===== config.mk =====
export PLATFORM = sky130hd
export DESIGN_NAME = cdr_pi_ctrl
export DESIGN_NICKNAME = d
export VERILOG_FILES = /design/src/rtl/cdr_pi_ctrl.sv
export SDC_FILE = /design/constraint.sdc
export NUM_CORES = 1
export LEC_CHECK = 0
export ABC_AREA = 1
export CAP_MARGIN = 0
export CORE_MARGIN = 4
export CORE_UTILIZATION = 45
export DETAILED_ROUTE_END_ITERATION = 10
export GPL_TIMING_DRIVEN = 1
export MAX_ROUTING_LAYER = met4
export PLACE_DENSITY = 0.68
export SETUP_SLACK_MARGIN = 0.15
export SLEW_MARGIN = 20
export SYNTH_ARGS = -nofsm -noshare
export SYNTH_HDL_FRONTEND = slang
export SYNTH_SLANG_ARGS = --single-unit

===== constraint.sdc =====
create_clock -name clk -period 3.8 [get_ports clk]
set_input_delay 0.76 -clock clk [delete_from_list [all_inputs] [get_ports clk]]
set_output_delay 0.76 -clock clk [all_outputs]
set_load 0.01 [all_outputs]

===== src/rtl/cdr_pi_ctrl.sv =====
// Bang-bang CDR phase-interpolator controller: vote accumulator, acquire/track/hold FSM.
// Define CDR_PI_NOWRAP_EN to saturate the PI code at 0/63 instead of wrapping modulo 64.
module cdr_pi_ctrl #(
  parameter int          THR_ACQ      = 2,
  parameter int          THR_TRK      = 8,
  parameter int          LOCK_CNT     = 64,
  parameter int          UNLOCK_STEPS = 4,
  parameter logic [5:0]  INIT_CODE    = 6'd0
) (
  input  logic       clk,
  input  logic       rst,
  input  logic       early,
  input  logic       late,
  input  logic       vote_valid,
  input  logic       freeze,
  output logic [5:0] vs,
  output logic       upd,
  output logic       lock
);

  localparam int THR_MAX = (THR_ACQ > THR_TRK) ? THR_ACQ : THR_TRK;
  localparam int ACC_W   = $clog2(THR_MAX + 1) + 2;
  localparam int LCNT_W  = $clog2(LOCK_CNT + 1);
  localparam int SCNT_W  = $clog2(UNLOCK_STEPS + 1);

  typedef enum logic [1:0] {
    IDLE  = 2'd0,
    ACQ   = 2'd1,
    TRACK = 2'd2,
    HOLD  = 2'd3
  } state_t;

  state_t                    state_reg, state_next;
  state_t                    saved_reg, saved_next;
  logic signed [ACC_W-1:0]   acc_reg, acc_next;
  logic [5:0]                vs_reg, vs_next;
  logic                      upd_reg, upd_next;
  logic                      lock_reg, lock_next;
  logic [LCNT_W-1:0]         lcnt_reg, lcnt_next;
  logic [SCNT_W-1:0]         scnt_reg, scnt_next;
  logic                      dir_reg, dir_next;

  logic [1:0]                net;
  logic signed [ACC_W-1:0]   sum;
  logic signed [ACC_W-1:0]   thr;
  logic                      step_up, step_dn;
  logic [5:0]                vs_inc, vs_dec, vs_step;
  logic [LCNT_W-1:0]         lcnt_inc;
  logic [SCNT_W-1:0]         scnt_step;

  // Net vote as a 2-bit two's-complement value: +1 early, -1 late, else 0.
  always_comb begin
    net = 2'b00;
    if (vote_valid && early && !late)
      net = 2'b01;
    else if (vote_valid && late && !early)
      net = 2'b11;
  end

  assign sum      = acc_reg + {{(ACC_W-2){net[1]}}, net};
  assign thr      = (state_reg == TRACK) ? ACC_W'(THR_TRK) : ACC_W'(THR_ACQ);
  assign step_up  = (sum >= thr);
  assign step_dn  = (sum <= -thr);
  assign lcnt_inc = lcnt_reg + LCNT_W'(1);

`ifdef CDR_PI_NOWRAP_EN
  assign vs_inc = (vs_reg == 6'd63) ? vs_reg : vs_reg + 6'd1;
  assign vs_dec = (vs_reg == 6'd0)  ? vs_reg : vs_reg - 6'd1;
`else
  assign vs_inc = vs_reg + 6'd1;
  assign vs_dec = vs_reg - 6'd1;
`endif

  assign vs_step = step_up ? vs_inc : vs_dec;

  // A step attempt (even one blocked at a limit) extends the same-direction run.
  assign scnt_step = (scnt_reg != '0 && dir_reg == step_up) ? scnt_reg + SCNT_W'(1)
                                                            : SCNT_W'(1);

  always_comb begin
    state_next = state_reg;
    saved_next = saved_reg;
    acc_next   = acc_reg;
    vs_next    = vs_reg;
    upd_next   = 1'b0;
    lock_next  = lock_reg;
    lcnt_next  = lcnt_reg;
    scnt_next  = scnt_reg;
    dir_next   = dir_reg;

    case (state_reg)
      IDLE: begin
        if (vote_valid)
          state_next = ACQ;
      end

      ACQ, TRACK: begin
        if (freeze) begin
          saved_next = state_reg;
          state_next = HOLD;
        end else if (step_up || step_dn) begin
          vs_next  = vs_step;
          upd_next = (vs_step != vs_reg);
          acc_next = '0;
          if (state_reg == ACQ) begin
            lcnt_next = '0;
          end else begin
            dir_next  = step_up;
            scnt_next = scnt_step;
            if (scnt_step == SCNT_W'(UNLOCK_STEPS)) begin
              state_next = ACQ;
              lock_next  = 1'b0;
              scnt_next  = '0;
              lcnt_next  = '0;
            end
          end
        end else begin
          acc_next = sum;
          if (state_reg == ACQ) begin
            if (!vote_valid) begin
              lcnt_next = '0;
            end else if (lcnt_inc == LCNT_W'(LOCK_CNT)) begin
              state_next = TRACK;
              lock_next  = 1'b1;
              lcnt_next  = '0;
              scnt_next  = '0;
            end else begin
              lcnt_next = lcnt_inc;
            end
          end
        end
      end

      HOLD: begin
        if (!freeze)
          state_next = saved_reg;
      end

      default: state_next = IDLE;
    endcase
  end

  always_ff @(posedge clk) begin
    if (rst) begin
      state_reg <= IDLE;
      saved_reg <= IDLE;
      acc_reg   <= '0;
      vs_reg    <= INIT_CODE;
      upd_reg   <= 1'b0;
      lock_reg  <= 1'b0;
      lcnt_reg  <= '0;
      scnt_reg  <= '0;
      dir_reg   <= 1'b0;
    end else begin
      state_reg <= state_next;
      saved_reg <= saved_next;
      acc_reg   <= acc_next;
      vs_reg    <= vs_next;
      upd_reg   <= upd_next;
      lock_reg  <= lock_next;
      lcnt_reg  <= lcnt_next;
      scnt_reg  <= scnt_next;
      dir_reg   <= dir_next;
    end
  end

  assign vs   = vs_reg;
  assign upd  = upd_reg;
  assign lock = lock_reg;

endmodule


==> key figures <==
Status
  – Status: finished, final reports clean

Route
  – Average wire per standard cell: 11.9 um
  – DRT iter0 DRCs: 124
  – TritonRoute pass-1 iters: 4
  – Residual DRC: 0
  – Via Count: 1975
  – Antenna-violating nets left: 0
  – DRT Wirelength: 4.75 mm
  – Routed vias/inst: 4.96

Synthesis
  – Post-Synth Adder-Cell Area: 14.8%
  – Synth unique cells: 36
  – Syn Area/Cell: 7.22 um2
  – Compound-gate portion of the synthesized area: 13.6%
  – Post-Syn Area: 2130 um2
  – Largest family of logic cells by synthesized area: simple AND/OR/NAND/NOR gates
  – Post-Synth Simple-Gate Area: 32.5%
  – Post-synthesis xor/xnor area fraction: 3.70%
  – Register area share after synthesis: 27.2%
  – Syn nets: 325
  – FF+latch count, synth: 29
  – Syn. warnings: 0
  – Mux cell area share after synthesis: 0%
  – Syn Inst Count: 295

Power and ir drop
  – Leakage: 0.00128 uW
  – Int Pwr: 970 uW
  – Switching portion of total power: 41.0%
  – VDD IR max: 0.000426 V
  – NetSw: 674 uW
  – Cell Pwr Density: 603 nW/um2
  – Combinational power share: 53.9%
  – Clk pwr share: 20.6%
  – Seq pwr share: 25.5%

Placed design
  – # port buffers: 13
  – DP HPWL: 3.42 mm
  – GP Congestion: 0.884
  – Pre-CTS setup slack: -501 ps

STA
  – Tmin final: 3380 ps
  – Slew headroom: 68.1%
  – Crit share post-route: 89.0%
  – Hold Vio Cnt, Final: 0
  – Highest Clock Rate: 296 MHz
  – # setup viols final: 0
  – Unrepaired setup endpoints after global routing: no
  – PnR worst setup slack: 419 ps
  – Least-Margin Pin Slew: 478 ps
  – Clk_skew: 6.05 ps
  – Fin. max-slew vios: 0

Critical path
  – WP data arrival: 3550 ps
  – CP max FO: 3
  – Crit path capture type: register
  – CP Launch Type: input port
  – WP data required: 3970 ps
  – Critical path class: input port to register

Run
  – Maxcap violations: 0

Clocking
  – CTS Sinks: 29
  – H-Tree Depth: 2
  – Clock Tree Buf Depth: 2
  – CTS root buf: clkbuf_8
  – CTS clock-pin slew for the worst setup and hold paths: 70 ps
  – Worst-Skew Late Latency: 280 ps
  – CTS tree: built
  – Num CTS Buffers: 5
  – Post-CTS Hold Buffers: 0

Global routing
  – Overall routing resource usage: 17.6%
  – Met3 Usage GRT: 2.81%
  – Vias in the first global route: 1889
  – First-pass GRT wire length: 8.38 mm
  – Top Usage Layer GRT: met2
  – Met1 usage in global routing: 21.4%
  – GR Overflow Total: 0
  – Met2 usage: 29.6%
  – Initial antenna violation count: 0
  – Largest net degree at the start of global routing: 18

Final layout
  – Fill cells: 382
  – Max reg flops: 7
  – ANT cells: 0
  – Area growth, synth to finish: 28.1%
  – Share of cells above drive strength 1: 27.7%
  – Final core occ: 61.0%
  – Final net count: 375

Floorplan
  – Chip width: 76.8 um
  – I/O Pins: 14
  – Starting Density: 47.6%
  – Die area: 5900 um2
  – Std-Cell Rows: 24
  – Core area: 4470 um2
  – Die height: 76.8 um

Min path
  – Min-Delay Path Class: register to register
## final timing paths
kind / slack [ps] / start / end / cells past startpoint
worst max-delay path: 420 / early / vs[5] / 23
worst min-delay path: 480 / vs[5] / vs[5] / 1
worst max register to register: 840 / acc_reg[0] / vs[5] / 19
worst min register to register: 480 / vs[5] / vs[5] / 1
## cell type report
type | instances | area [um2] | share of cell area [%]
well taps | 52 | 65.1 | 2.38
clock inverters | 1 | 30.0 | 1.10
inverters | 41 | 161 | 5.91
clock buffers | 7 | 86.3 | 3.16
multi-input cells | 222 | 1420 | 52.2
flip-flops and latches | 29 | 581 | 21.3
repair buffers | 46 | 382 | 14.0
## power groups by stage
stage               combinational (uW)  sequential, uW  clock (uW)
finish                             886             419         339
global route                       994             429         364
detailed placement                 824             425           0
CTS                                856             420         350
floorplan                          548             423           0
global placement                   810             424           0
## worst max-delay path, cell delays in order
cell and delay (ps):
buf_6 100, inv_4 50, nand3_4 60, o21ai_2 60
ha_2 190, inv_2 40, fa_1 460, ha_1 320
nand2_2 70, nand3_2 60, nand2_2 80, nand3_4 80
nand2_4 100, ha_4 210, a21oi_2 120, nand2_1 70
nand2_1 80, nand2_1 70, a21oi_2 140, xor2_1 190
nor2_2 60, o21ai_1 140, a21oi_1 50
## logic make-up after synthesis
| family | count (synthesis) |
|---|---|
| and+or+nand+nor | 137 |
| xor gates and xnor gates | 9 |
| DFF | 29 |
| AOI/OAI and AO/OA | 52 |
| adders and majority gates | 24 |
| buffers and inverters | 44 |
## cell usage after synthesis
cell type   n  area share [%]
nand4_2     1            0.59
inv_2       7             1.2
o211ai_1    1            0.35
dfxtp_1    29              27
inv_6       1            0.41
buf_2       1            0.23
fa_1        2             1.9
nand3_2     6             2.8
nor3_1      1            0.23
nor2_1     39             6.9
nor2_8      2             1.9
nand2_2    10             2.9
nand2_4     2             1.1
o211ai_2    1            0.59
inv_1      32             5.6
nor3_2      1            0.47
o21ai_2     1            0.41
o21ai_0    20             4.7
nand4_1     1            0.29
nor2_4      1            0.53
xnor2_1     4             1.6
ha_1       22              13
nand3_1    12             2.8
clkbuf_1    1            0.18
o21ai_1     2            0.47
or2_2       1            0.29
xor2_1      5             2.1
nor2_2      3            0.88
nand3b_1    1            0.35
clkbuf_2    1            0.23
o22ai_1     1            0.29
clkinv_1    1            0.18
a21oi_1    22             5.2
nand2_1    55             9.7
nand3_4     1            0.82
a21oi_2     4             1.6
## metrics by stage
| stage | TNS (ps) | power, uW | hold slack (ps) | area (um2) | std cells |
|---|---|---|---|---|---|
| final | 0 | 1640 | 475 | 2730 | 398 |
| after global placement | -3170 | 1230 | 449 | 2530 | 386 |
| after detailed placement | -3870 | 1250 | 463 | 2530 | 386 |
| after CTS | 0 | 1630 | 474 | 2680 | 395 |
| after floorplan | 0 | 971 | 450 | 2130 | 295 |
| after global routing | 0 | 1790 | 495 | 2730 | 398 |
## cell usage in the layout, fill, tap and decap left out, types with 2 or more instances in the layout
| cell type | instances |
|---|---|
| nand3_2 | 6 |
| xnor2_1 | 4 |
| nor2_2 | 3 |
| buf_6 | 3 |
| nand2_2 | 13 |
| dfxtp_1 | 29 |
| nand3_1 | 11 |
| nand2_1 | 52 |
| ha_1 | 20 |
| a21oi_2 | 6 |
| o21ai_1 | 2 |
| nor2_1 | 39 |
| nor2_8 | 2 |
| o21ai_0 | 19 |
| nand3_4 | 2 |
| clkdlybuf4s50_1 | 10 |
| xor2_1 | 5 |
| clkbuf_8 | 6 |
| inv_2 | 8 |
| nand2_4 | 2 |
| inv_1 | 30 |
| buf_4 | 33 |
| a21oi_1 | 20 |
| fa_1 | 2 |
| o21ai_2 | 2 |
## repair_timing
item	CTS	global route
pin swaps	7	18
gates resized for setup	12	19
endpoints found under the hold margin	0	0
setup endpoints to repair	17	19
setup buffers	1	3
## routing by layer
metal  wire (um)  share of wire, %  vias to the layer above
li1            -                 -                     1050
met1        2310                49                      894
met2        2260                48                       25
met3         119               2.5                        6
met4          60               1.3                        0
met5           0                 0                        -
Note: power is estimated with default switching activity, not from simulation.
